[src/rtl/uart_framed.sv]
// uart_framed: full-duplex UART with build-time framing (5-8 data bits,
// none/even/odd parity, 1 or 2 stop bits) plus parity/framing error flags.
// Optional feature macro: UART_LOOPBACK_EN adds a 'loopback' input that routes
// the internal tx stream into the rx path and parks the tx pin high.
module uart_framed #(
    parameter int CLK_FREQUENCY = 100000000,
    parameter int BAUD_RATE     = 115200,
    parameter int OVERSAMPLING  = 8,
    parameter int DATA_BITS     = 8,
    parameter int PARITY        = 0,
    parameter int STOP_BITS     = 1
) (
    input  logic       clk,
    input  logic       reset_n,
    input  logic       rx,
    output logic       tx,
    input  logic       tx_start,
    input  logic [7:0] tx_data,
    output logic       tx_busy,
    output logic       tx_done,
    output logic [7:0] rx_data,
    output logic       rx_valid,
    output logic       rx_parity_err,
    output logic       rx_frame_err
`ifdef UART_LOOPBACK_EN
    ,
    input  logic       loopback
`endif
);

    localparam int ACC_W = $clog2(CLK_FREQUENCY / BAUD_RATE) + 8;
    localparam longint unsigned ACC_SPAN = 64'd1 << ACC_W;
    localparam longint unsigned CLK_L    = longint'(CLK_FREQUENCY);
    localparam longint unsigned TX_RATE  = longint'(BAUD_RATE);
    localparam longint unsigned RX_RATE  = longint'(BAUD_RATE) * longint'(OVERSAMPLING);
    localparam longint unsigned TX_INC_L = (TX_RATE * ACC_SPAN + CLK_L / 2) / CLK_L;
    localparam longint unsigned RX_INC_L = (RX_RATE * ACC_SPAN + CLK_L / 2) / CLK_L;
    localparam logic [ACC_W-1:0] TX_INC  = ACC_W'(TX_INC_L);
    localparam logic [ACC_W-1:0] RX_INC  = ACC_W'(RX_INC_L);

    localparam int CNT_W = $clog2(OVERSAMPLING);
    localparam logic [CNT_W-1:0] HALF_M1 = CNT_W'(OVERSAMPLING / 2 - 1);
    localparam logic [CNT_W-1:0] FULL_M1 = CNT_W'(OVERSAMPLING - 1);
    localparam logic [3:0] LAST_BIT  = 4'(DATA_BITS - 1);
    localparam logic       LAST_STOP = 1'(STOP_BITS - 1);

    localparam logic [2:0] TX_IDLE   = 3'd0;
    localparam logic [2:0] TX_START  = 3'd1;
    localparam logic [2:0] TX_DATA   = 3'd2;
    localparam logic [2:0] TX_PARITY = 3'd3;
    localparam logic [2:0] TX_STOP   = 3'd4;

    localparam logic [2:0] RX_IDLE   = 3'd0;
    localparam logic [2:0] RX_START  = 3'd1;
    localparam logic [2:0] RX_DATA   = 3'd2;
    localparam logic [2:0] RX_PARITY = 3'd3;
    localparam logic [2:0] RX_STOP   = 3'd4;
    localparam logic [2:0] RX_DONE   = 3'd5;

    logic [2:0]           r_txState;
    logic [ACC_W-1:0]     r_txAcc;
    logic                 r_txTick;
    logic                 r_tx;
    logic                 r_txBusy;
    logic                 r_txDone;
    logic [DATA_BITS-1:0] r_txShift;
    logic                 r_txPar;
    logic [3:0]           r_txBitCnt;
    logic                 r_txStopCnt;
    logic [ACC_W:0]       w_txSum;

    logic [1:0]           r_sync;
    logic [1:0]           r_filtCnt;
    logic [1:0]           w_filtCntNext;
    logic                 r_rxFilt;
    logic                 w_lineIn;
    logic [ACC_W-1:0]     r_rxAcc;
    logic                 r_rxTick;
    logic [ACC_W:0]       w_rxSum;

    logic [2:0]           r_rxState;
    logic [CNT_W-1:0]     r_rxCnt;
    logic [3:0]           r_rxBitCnt;
    logic [DATA_BITS-1:0] r_rxShift;
    logic                 r_rxArmed;
    logic                 r_rxParMis;
    logic                 r_rxFrameBad;
    logic [7:0]           r_rxData;
    logic                 r_rxValid;
    logic                 r_rxParErr;
    logic                 r_rxFrameErr;

`ifdef UART_LOOPBACK_EN
    assign w_lineIn = loopback ? r_tx : rx;
    assign tx       = loopback ? 1'b1 : r_tx;
`else
    assign w_lineIn = rx;
    assign tx       = r_tx;
`endif

    assign tx_busy       = r_txBusy;
    assign tx_done       = r_txDone;
    assign rx_data       = r_rxData;
    assign rx_valid      = r_rxValid;
    assign rx_parity_err = r_rxParErr;
    assign rx_frame_err  = r_rxFrameErr;

    assign w_txSum = {1'b0, r_txAcc} + {1'b0, TX_INC};
    assign w_rxSum = {1'b0, r_rxAcc} + {1'b0, RX_INC};

    // Transmit side: baud accumulator (held preloaded while idle) and frame sequencer
    always_ff @(posedge clk) begin
        if (!reset_n) begin
            r_txState   <= TX_IDLE;
            r_txAcc     <= '0;
            r_txTick    <= 1'b0;
            r_tx        <= 1'b1;
            r_txBusy    <= 1'b0;
            r_txDone    <= 1'b0;
            r_txShift   <= '0;
            r_txPar     <= 1'b0;
            r_txBitCnt  <= '0;
            r_txStopCnt <= 1'b0;
        end else begin
            r_txDone <= 1'b0;
            if (r_txState == TX_IDLE) begin
                r_txAcc  <= TX_INC;
                r_txTick <= 1'b0;
            end else begin
                r_txAcc  <= w_txSum[ACC_W-1:0];
                r_txTick <= w_txSum[ACC_W];
            end
            case (r_txState)
                TX_IDLE: begin
                    r_tx <= 1'b1;
                    if (tx_start && !r_txDone) begin
                        r_txShift <= tx_data[DATA_BITS-1:0];
                        r_txPar   <= (PARITY == 2) ? ~(^tx_data[DATA_BITS-1:0]) : ^tx_data[DATA_BITS-1:0];
                        r_txBusy  <= 1'b1;
                        r_tx      <= 1'b0;
                        r_txState <= TX_START;
                    end
                end
                TX_START: begin
                    if (r_txTick) begin
                        r_tx       <= r_txShift[0];
                        r_txShift  <= r_txShift >> 1;
                        r_txBitCnt <= '0;
                        r_txState  <= TX_DATA;
                    end
                end
                TX_DATA: begin
                    if (r_txTick) begin
                        if (r_txBitCnt == LAST_BIT) begin
                            if (PARITY != 0) begin
                                r_tx      <= r_txPar;
                                r_txState <= TX_PARITY;
                            end else begin
                                r_tx        <= 1'b1;
                                r_txStopCnt <= 1'b0;
                                r_txState   <= TX_STOP;
                            end
                        end else begin
                            r_tx       <= r_txShift[0];
                            r_txShift  <= r_txShift >> 1;
                            r_txBitCnt <= r_txBitCnt + 4'd1;
                        end
                    end
                end
                TX_PARITY: begin
                    if (r_txTick) begin
                        r_tx        <= 1'b1;
                        r_txStopCnt <= 1'b0;
                        r_txState   <= TX_STOP;
                    end
                end
                TX_STOP: begin
                    if (r_txTick) begin
                        if (r_txStopCnt == LAST_STOP) begin
                            r_txBusy  <= 1'b0;
                            r_txDone  <= 1'b1;
                            r_txState <= TX_IDLE;
                        end else begin
                            r_txStopCnt <= 1'b1;
                        end
                    end
                end
                default: begin
                    r_tx      <= 1'b1;
                    r_txBusy  <= 1'b0;
                    r_txState <= TX_IDLE;
                end
            endcase
        end
    end

    // Next value of the glitch-filter counter: walks toward the synchronised line level
    always_comb begin
        w_filtCntNext = r_filtCnt;
        if (r_sync[1] && (r_filtCnt != 2'd3)) begin
            w_filtCntNext = r_filtCnt + 2'd1;
        end else if (!r_sync[1] && (r_filtCnt != 2'd0)) begin
            w_filtCntNext = r_filtCnt - 2'd1;
        end
    end

    // Synchroniser and filter: the filtered level only flips when the counter saturates
    always_ff @(posedge clk) begin
        if (!reset_n) begin
            r_sync    <= 2'b11;
            r_filtCnt <= 2'd3;
            r_rxFilt  <= 1'b1;
        end else begin
            r_sync    <= {r_sync[0], w_lineIn};
            r_filtCnt <= w_filtCntNext;
            if (w_filtCntNext == 2'd0) begin
                r_rxFilt <= 1'b0;
            end else if (w_filtCntNext == 2'd3) begin
                r_rxFilt <= 1'b1;
            end
        end
    end

    // Free-running oversampling tick for the receiver
    always_ff @(posedge clk) begin
        if (!reset_n) begin
            r_rxAcc  <= '0;
            r_rxTick <= 1'b0;
        end else begin
            r_rxAcc  <= w_rxSum[ACC_W-1:0];
            r_rxTick <= w_rxSum[ACC_W];
        end
    end

    // Receive sequencer: re-arms only after the line idles high, samples mid-bit
    always_ff @(posedge clk) begin
        if (!reset_n) begin
            r_rxState    <= RX_IDLE;
            r_rxCnt      <= '0;
            r_rxBitCnt   <= '0;
            r_rxShift    <= '0;
            r_rxArmed    <= 1'b0;
            r_rxParMis   <= 1'b0;
            r_rxFrameBad <= 1'b0;
            r_rxData     <= '0;
            r_rxValid    <= 1'b0;
            r_rxParErr   <= 1'b0;
            r_rxFrameErr <= 1'b0;
        end else begin
            r_rxValid <= 1'b0;
            case (r_rxState)
                RX_IDLE: begin
                    if (r_rxFilt) begin
                        r_rxArmed <= 1'b1;
                    end
                    if (r_rxTick && r_rxArmed && !r_rxFilt) begin
                        r_rxArmed <= 1'b0;
                        r_rxCnt   <= '0;
                        r_rxState <= RX_START;
                    end
                end
                RX_START: begin
                    if (r_rxTick) begin
                        if (r_rxCnt == HALF_M1) begin
                            r_rxCnt    <= '0;
                            r_rxBitCnt <= '0;
                            r_rxState  <= r_rxFilt ? RX_IDLE : RX_DATA;
                        end else begin
                            r_rxCnt <= r_rxCnt + 1'b1;
                        end
                    end
                end
                RX_DATA: begin
                    if (r_rxTick) begin
                        if (r_rxCnt == FULL_M1) begin
                            r_rxCnt   <= '0;
                            r_rxShift <= {r_rxFilt, r_rxShift[DATA_BITS-1:1]};
                            if (r_rxBitCnt == LAST_BIT) begin
                                r_rxState <= (PARITY != 0) ? RX_PARITY : RX_STOP;
                            end else begin
                                r_rxBitCnt <= r_rxBitCnt + 4'd1;
                            end
                        end else begin
                            r_rxCnt <= r_rxCnt + 1'b1;
                        end
                    end
                end
                RX_PARITY: begin
                    if (r_rxTick) begin
                        if (r_rxCnt == FULL_M1) begin
                            r_rxCnt    <= '0;
                            r_rxParMis <= r_rxFilt ^ ((PARITY == 2) ? ~(^r_rxShift) : ^r_rxShift);
                            r_rxState  <= RX_STOP;
                        end else begin
                            r_rxCnt <= r_rxCnt + 1'b1;
                        end
                    end
                end
                RX_STOP: begin
                    if (r_rxTick) begin
                        if (r_rxCnt == FULL_M1) begin
                            r_rxCnt      <= '0;
                            r_rxFrameBad <= ~r_rxFilt;
                            r_rxState    <= RX_DONE;
                        end else begin
                            r_rxCnt <= r_rxCnt + 1'b1;
                        end
                    end
                end
                RX_DONE: begin
                    if (r_rxTick) begin
                        r_rxData     <= 8'(r_rxShift);
                        r_rxParErr   <= r_rxParMis;
                        r_rxFrameErr <= r_rxFrameBad;
                        r_rxValid    <= 1'b1;
                        r_rxState    <= RX_IDLE;
                    end
                end
                default: begin
                    r_rxState <= RX_IDLE;
                end
            endcase
        end
    end

endmodule

[config.mk]
export PLATFORM = sky130hd
export DESIGN_NAME = uart_framed
export DESIGN_NICKNAME = d
export VERILOG_FILES = /design/src/rtl/uart_framed.sv
export SDC_FILE = /design/constraint.sdc
export NUM_CORES = 1
export LEC_CHECK = 0
export ABC_AREA = 1
export BUFFER_PORTS_ARGS = -buffer_cell sky130_fd_sc_hd__buf_2
export CAP_MARGIN = 25
export CORE_MARGIN = 8
export CORE_UTILIZATION = 45
export CTS_CLUSTER_SIZE = 28
export DETAILED_ROUTE_END_ITERATION = 10
export PLACE_DENSITY = 0.63
export SLEW_MARGIN = 20
export SYNTH_ARGS = -nofsm -noshare
export SYNTH_HDL_FRONTEND = slang
export SYNTH_SLANG_ARGS = --single-unit
[constraint.sdc]
create_clock -name clk -period 1.7 [get_ports clk]
set_input_delay 0.085 -clock clk [delete_from_list [all_inputs] [get_ports clk]]
set_output_delay 0.085 -clock clk [all_outputs]
set_load 0.1 [all_outputs]
# [Word level (Yosys, flattened, before mapping)]
# Cells that the tools add are included.
[word_totals] ff_bits=94 word_cells=180 input_bits=12 out_inout_bits=14
[classes] n_reduce_logical=39 n_bitwise=5 mux=67 n_addsub=7 n_eq_ne=36
[op_table] operator="$mux W3" count=23
[op_table] operator="$ne A2 B2 Y1 const B" count=20
[op_table] operator="$mux W4" count=8
[op_table] operator="$mux W8" count=4
[op_table] operator="$pmux W8 S3" count=1
[op_table] operator="$add A18 B12 Y19 const B" count=1
[op_table] operator="$add A18 B9 Y19 const B" count=1
[op_table] operator="$mux W1" count=19
[op_table] operator="$pmux W3 S6" count=1
[op_table] operator="$pmux W4 S2" count=2
[op_table] operator="$reduce_and A4 Y1" count=4
[op_table] operator="$eq A3 B2 Y1 const B" count=5
[op_table] operator="$pmux W3 S5" count=1
[op_table] operator="$eq A3 B3 Y1 const B" count=4
[op_table] operator="$reduce_and A3 Y1" count=4
[op_table] operator="$reduce_and A11 Y1" count=1
[op_table] operator="$reduce_and A5 Y1" count=2
[op_table] operator="$reduce_bool A2 Y1" count=5
[op_table] operator="$mux W9" count=1
[op_table] operator="$pmux W3 S3" count=1
[op_table] operator="$reduce_bool A3 Y1" count=3
[op_table] operator="$add A4 B1 Y4 const B" count=2
[op_table] operator="$eq A4 B3 Y1 const B" count=2
[op_table] operator="$reduce_xor A8 Y1" count=1
[op_table] operator="other kinds (20)" count=38

# [Logic depth before layout (Yosys ltp)]
[depth] word_depth=7 ltp_mapped=11 depth_no_buf=11

# [Least setup slack after synthesis]
# No wires, ideal clock.
[synth_timing] path_type="register to register" startpoint="register r_txDone (netlist: tx_done)" endpoint="register r_txShift[7]" synth_period_minus_slack_ns=1.684 required_time_ns=1.630 arrival_time_ns=1.614 setup_time_ns=0.070 n_path_buf=0 slack_ns=0.016 path_stages_with_launch=9 path_cell_list="dfxtp_1 -> inv_1 -> nand2_1 -> nand2_1 -> nand2_2 -> a21oi_4 -> inv_2 -> nand2_1 -> a21oi_1"
[synth_via] elab_chain_len=4
[synth_lines] item="start: declaration" line="65" text="logic r_txDone;"
[synth_lines] item="start signal: assignment" line="119" text="r_txDone <= 1'b0;"
[synth_lines] item="start signal: assignment" line="125" text="r_txDone <= 1'b0;"
[synth_lines] item="start signal: assignment" line="181" text="r_txDone <= 1'b1;"
[synth_lines] item="$logic_not A1 Y1" line="136" text="if (tx_start && !r_txDone) begin"
[synth_lines] item="$logic_and A1 B1 Y1" line="136"
[synth_lines] item="$ne A2 B1 Y1 (no line)"
[synth_lines] item="$reduce_and A5 Y1 (no line)"
[synth_lines] item="end signal: assignment" line="137" text="r_txShift <= tx_data[DATA_BITS-1:0];"
[synth_lines] item="end signal: assignment" line="147" text="r_txShift <= r_txShift >> 1;"
[synth_lines] item="end signal: assignment" line="165" text="r_txShift <= r_txShift >> 1;"
[synth_lines] item="end: declaration" line="66" text="logic [DATA_BITS-1:0] r_txShift;"
# Every way passes these cells.
# A chain may end at the register's enable or synchronous reset.

# [Final worst setup path]
[layout_timing] startpoint="register r_filtCnt[0]" endpoint="register r_rxFilt"
[layout_via] elab_chain_len=6 elab_cells_between_ends=12 cone_classes="add/sub: 2; eq/ne: 2; mux: 3; reduce/logical: 5"
[layout_lines] item="start: declaration" line="73" text="logic [1:0] r_filtCnt;"
[layout_lines] item="start signal: assignment" line="215" text="r_filtCnt <= w_filtCntNext;"
[layout_lines] item="parallel branches: the longest is 3 deep, another holds $sub A2 B1 Y2"
[layout_lines] item="$mux W2 *" line="200" text="if (r_sync[1] && (r_filtCnt != 2'd3)) begin"
[layout_lines] item="$eq A2 B2 Y1 or $logic_not A2 Y1 (tied branches)" line="218, 216"
[layout_lines] item="$reduce_bool A2 Y1 (no line) or $mux W1 (tied branches)"
[layout_lines] item="end signal: assignment" line="212" text="r_rxFilt <= 1'b1;"
[layout_lines] item="end signal: assignment" line="217" text="r_rxFilt <= 1'b0;"
[layout_lines] item="end signal: assignment" line="219" text="r_rxFilt <= 1'b1;"
[layout_lines] item="end: declaration" line="75" text="logic r_rxFilt;"
# Mark *: on every way between the ends.

==> results.sh <==
export IMPL_tns_ps=0
export IMPL_arrival_ps=1810
export IMPL_die_h_um=112
export IMPL_setup_viol=0
export IMPL_routedWlPerCell_um=10.8
export IMPL_min_from="tx_start"
export IMPL_ant_nets=0
export IMPL_io_pins=26
export IMPL_required_ps=1940
export IMPL_ys_flop_type="dfxtp_1"
export IMPL_grt_pass1_vias=3432
export IMPL_synth_seq_area_share=0.422
export IMPL_r2r_start="r_filtCnt[0]"
export IMPL_grt_max_degree=38
export IMPL_cts_tree="done"
export IMPL_area_growth_pct=12.9
export IMPL_overflow=0
export IMPL_syn_nets=622
export IMPL_critical_path_class="flop to flop"
export IMPL_syn_avg_cell_area_sq_um=6.96
export IMPL_clock_latency_ps=350
export IMPL_fillers=918
export IMPL_critical_path_slowest_cell="dfxtp_1"
export IMPL_synthDominantCellAreaShare=0.422
export IMPL_r2r_end="r_rxFilt"
export IMPL_core_rowCount=35
export IMPL_min_to="r_txState[0]"
export IMPL_place_port_buffers=25
export IMPL_synth_area_leaders="dfxtp_1 42%, nand2_1 14%, a21oi_1 7.1%, inv_1 5.9%, nor2_1 5.9%"
export IMPL_syn_cell_area_sq_mm=0.00417
export IMPL_start_util=0.458
export IMPL_vdd_drop_max_mv=0.565
export IMPL_slowest_delay_ps=340
export IMPL_skew_ps=7.67
export IMPL_dr_pass1_iters=4
export IMPL_netlist_instances=599
export IMPL_yosys_warnings=0
export IMPL_place_detailed_hpwl_um=5950
export IMPL_hold_depth=3
export IMPL_place_congestion=0.837
export IMPL_hold_viol_final=0
export IMPL_rsz0062_at_grt="false"
export IMPL_grt_pass1_wl_um=14600
export IMPL_fin_crit_sh=0.925
export IMPL_synth_top_area_cell="dfxtp_1"
export IMPL_relSlewSlack=0.672
export IMPL_drtIter0Drc=142
export IMPL_clk_pin_slew_ps=90
export IMPL_dr_total_vias=3664
export IMPL_multi_input_area_sq_mm=0.00209
export IMPL_cp_start_kind="flop"
export IMPL_maxCapViolCount=0
export IMPL_clock_sinks=88
export IMPL_power_density_mw_per_mm2=983
export IMPL_core_area_sq_mm=0.00911
export IMPL_slew_viol_final=0
export IMPL_r2r_slack_ps=130
export IMPL_reg2reg_depth=7
export IMPL_nets=656
export IMPL_clock_root_buffer="clkbuf_8"
export IMPL_crit_buf_inv=1
export IMPL_dieArea_sq_mm=0.0126
export IMPL_path_cells="inv_1 > ha_1 > mux2i_1 > xor2_1 > ha_1 > a21oi_2 > o21ai_0"
export IMPL_synth_seq_cells=88
export IMPL_synth_edff_count=0
export IMPL_diodes=0
export IMPL_final_cell_mix="149 x nand2_1, 88 x dfxtp_1, 65 x nor2_1, 65 x inv_1, 58 x a21oi_1"
export IMPL_vias_per_cell=4.89
export IMPL_timing_fmax_mhz=636
export IMPL_drive_above_1_share=0.139
export IMPL_status="finished, final reports clean"
export IMPL_final_core_util=0.517
export IMPL_grt_usage=0.135
export IMPL_endpoint_kind="flop"
export IMPL_regArea_sq_mm=0.00176
export IMPL_grt_antenna_before_repair=0
export IMPL_synth_cell_types=37
export IMPL_worstPathMaxFanout=2
export IMPL_cpMostUsedCell="ha_1"
export IMPL_worst_slew_pin_slew_ps=495
export IMPL_min_period_ps=1570
export IMPL_die_x_um=112
export IMPL_drc=0
export IMPL_htree_levels=3
export IMPL_cellLeakagePower_nw=2.06
export IMPL_synth_async_reset_ratio=0
export IMPL_hold_class="input pin to flop"
export IMPL_crit_family="adder cells"
export IMPL_mostFrequentLayoutCell="nand2_1"
export IMPL_cts_buffer_depth=2
export IMPL_wl_um=8070
export IMPL_numCtsBuffers=9
[sequential cells by signal (all words and copies together) (netlist names), 4 cells and up]
register and cells:
r_txShift 8, r_rxShift 8, r_txBitCnt 4, rx_data 8
r_rxAcc 14, r_txAcc 17, r_rxBitCnt 4
[worst register-to-register path, stage by stage, from the launching register on]
cell     delay [ps]
dfxtp_1         340
inv_1            70
ha_1            200
mux2i_1         150
xor2_1          220
ha_1            280
a21oi_2         130
o21ai_0          80
[cell families after synthesis]
logic type | count (synthesis) | synth area share
muxes | 1 | 0.00240
AOI/OAI and AO/OA | 108 | 0.135
buffers and inverters | 86 | 0.0801
xor gates and xnor gates | 3 | 0.00630
DFF | 88 | 0.422
and+or+nand+nor | 302 | 0.320
adders and majority gates | 11 | 0.0330
[layer usage]
layer  vias up  GRT usage  routed length [um]
li1       1996          -                   -
met1      1632      0.157                3850
met2        25      0.234                3890
met3        11     0.0284                 196
met4         0     0.0594                 131
met5         -          0                   0
[Yosys cell counts, types with 4 or more instances]
| library cell | instances |
|---|---|
| nand2_2 | 9 |
| nand3_1 | 31 |
| nor2_1 | 65 |
| nand3_2 | 4 |
| inv_2 | 8 |
| nand4_1 | 12 |
| ha_1 | 11 |
| nor3_1 | 11 |
| dfxtp_1 | 88 |
| o21ai_0 | 36 |
| nor2_2 | 4 |
| inv_1 | 65 |
| o21ai_1 | 6 |
| nand2_1 | 152 |
| or2_2 | 4 |
| a21oi_1 | 59 |
[layout make-up]
class,count,area share
Multi-Input combinational cell,425,0.443
Inverter,75,0.0603
Sequential cell,88,0.374
Tap cell,111,0.0295
Timing Repair Buffer,34,0.0447
Clock buffer,9,0.0263
Clock inverter,7,0.0218
[what timing repair did]
action | 4_1_cts | 5_1_grt
hold endpoints to repair | 2 | 0
setup endpoints to repair | 0 | 15
setup buffers | 0 | 1
hold buffers | 2 | 0
gates resized for setup | 0 | 4
[power breakdown]
| group | leakage [nW] | internal, mW | switching (mW) | total [mW] |
|---|---|---|---|---|
| clock | 0.110 | 0.843 | 0.773 | 1.62 |
| sequential | 0.718 | 2.19 | 0.0792 | 2.27 |
| combinational | 1.23 | 0.284 | 0.463 | 0.747 |
| total | 2.06 | 3.31 | 1.32 | 4.63 |
[stage by stage]
stage	instance area [sq um]	cells	power, mW	setup WS, ps	hold slack (ps)
3_5_place_dp	4440	730	3.01	91.0	283
5_1_grt	4710	749	4.91	4.02	55.2
6_report	4710	749	4.63	127	44.3
2_1_floorplan	4170	599	2.84	15.7	192
3_3_place_gp	4440	730	2.98	157	287
4_1_cts	4690	748	4.65	60.9	33.0
[worst max path at each step]
| stage | from | to | slack (ps) | depth (start not counted) |
|---|---|---|---|---|
| after floorplan | tx_done | r_txShift[7] | 20 | 8 |
| after global placement | r_rxCnt[0] | r_rxShift[1] | 160 | 7 |
| after detailed placement | r_rxCnt[0] | r_rxShift[0] | 90 | 7 |
| after CTS | r_rxCnt[0] | r_rxShift[0] | 60 | 7 |
| after global routing | r_rxCnt[0] | r_rxState[0] | 4 | 9 |
| final | r_filtCnt[0] | r_rxFilt | 130 | 7 |
No activity file was read; power rests on OpenSTA's default activity.
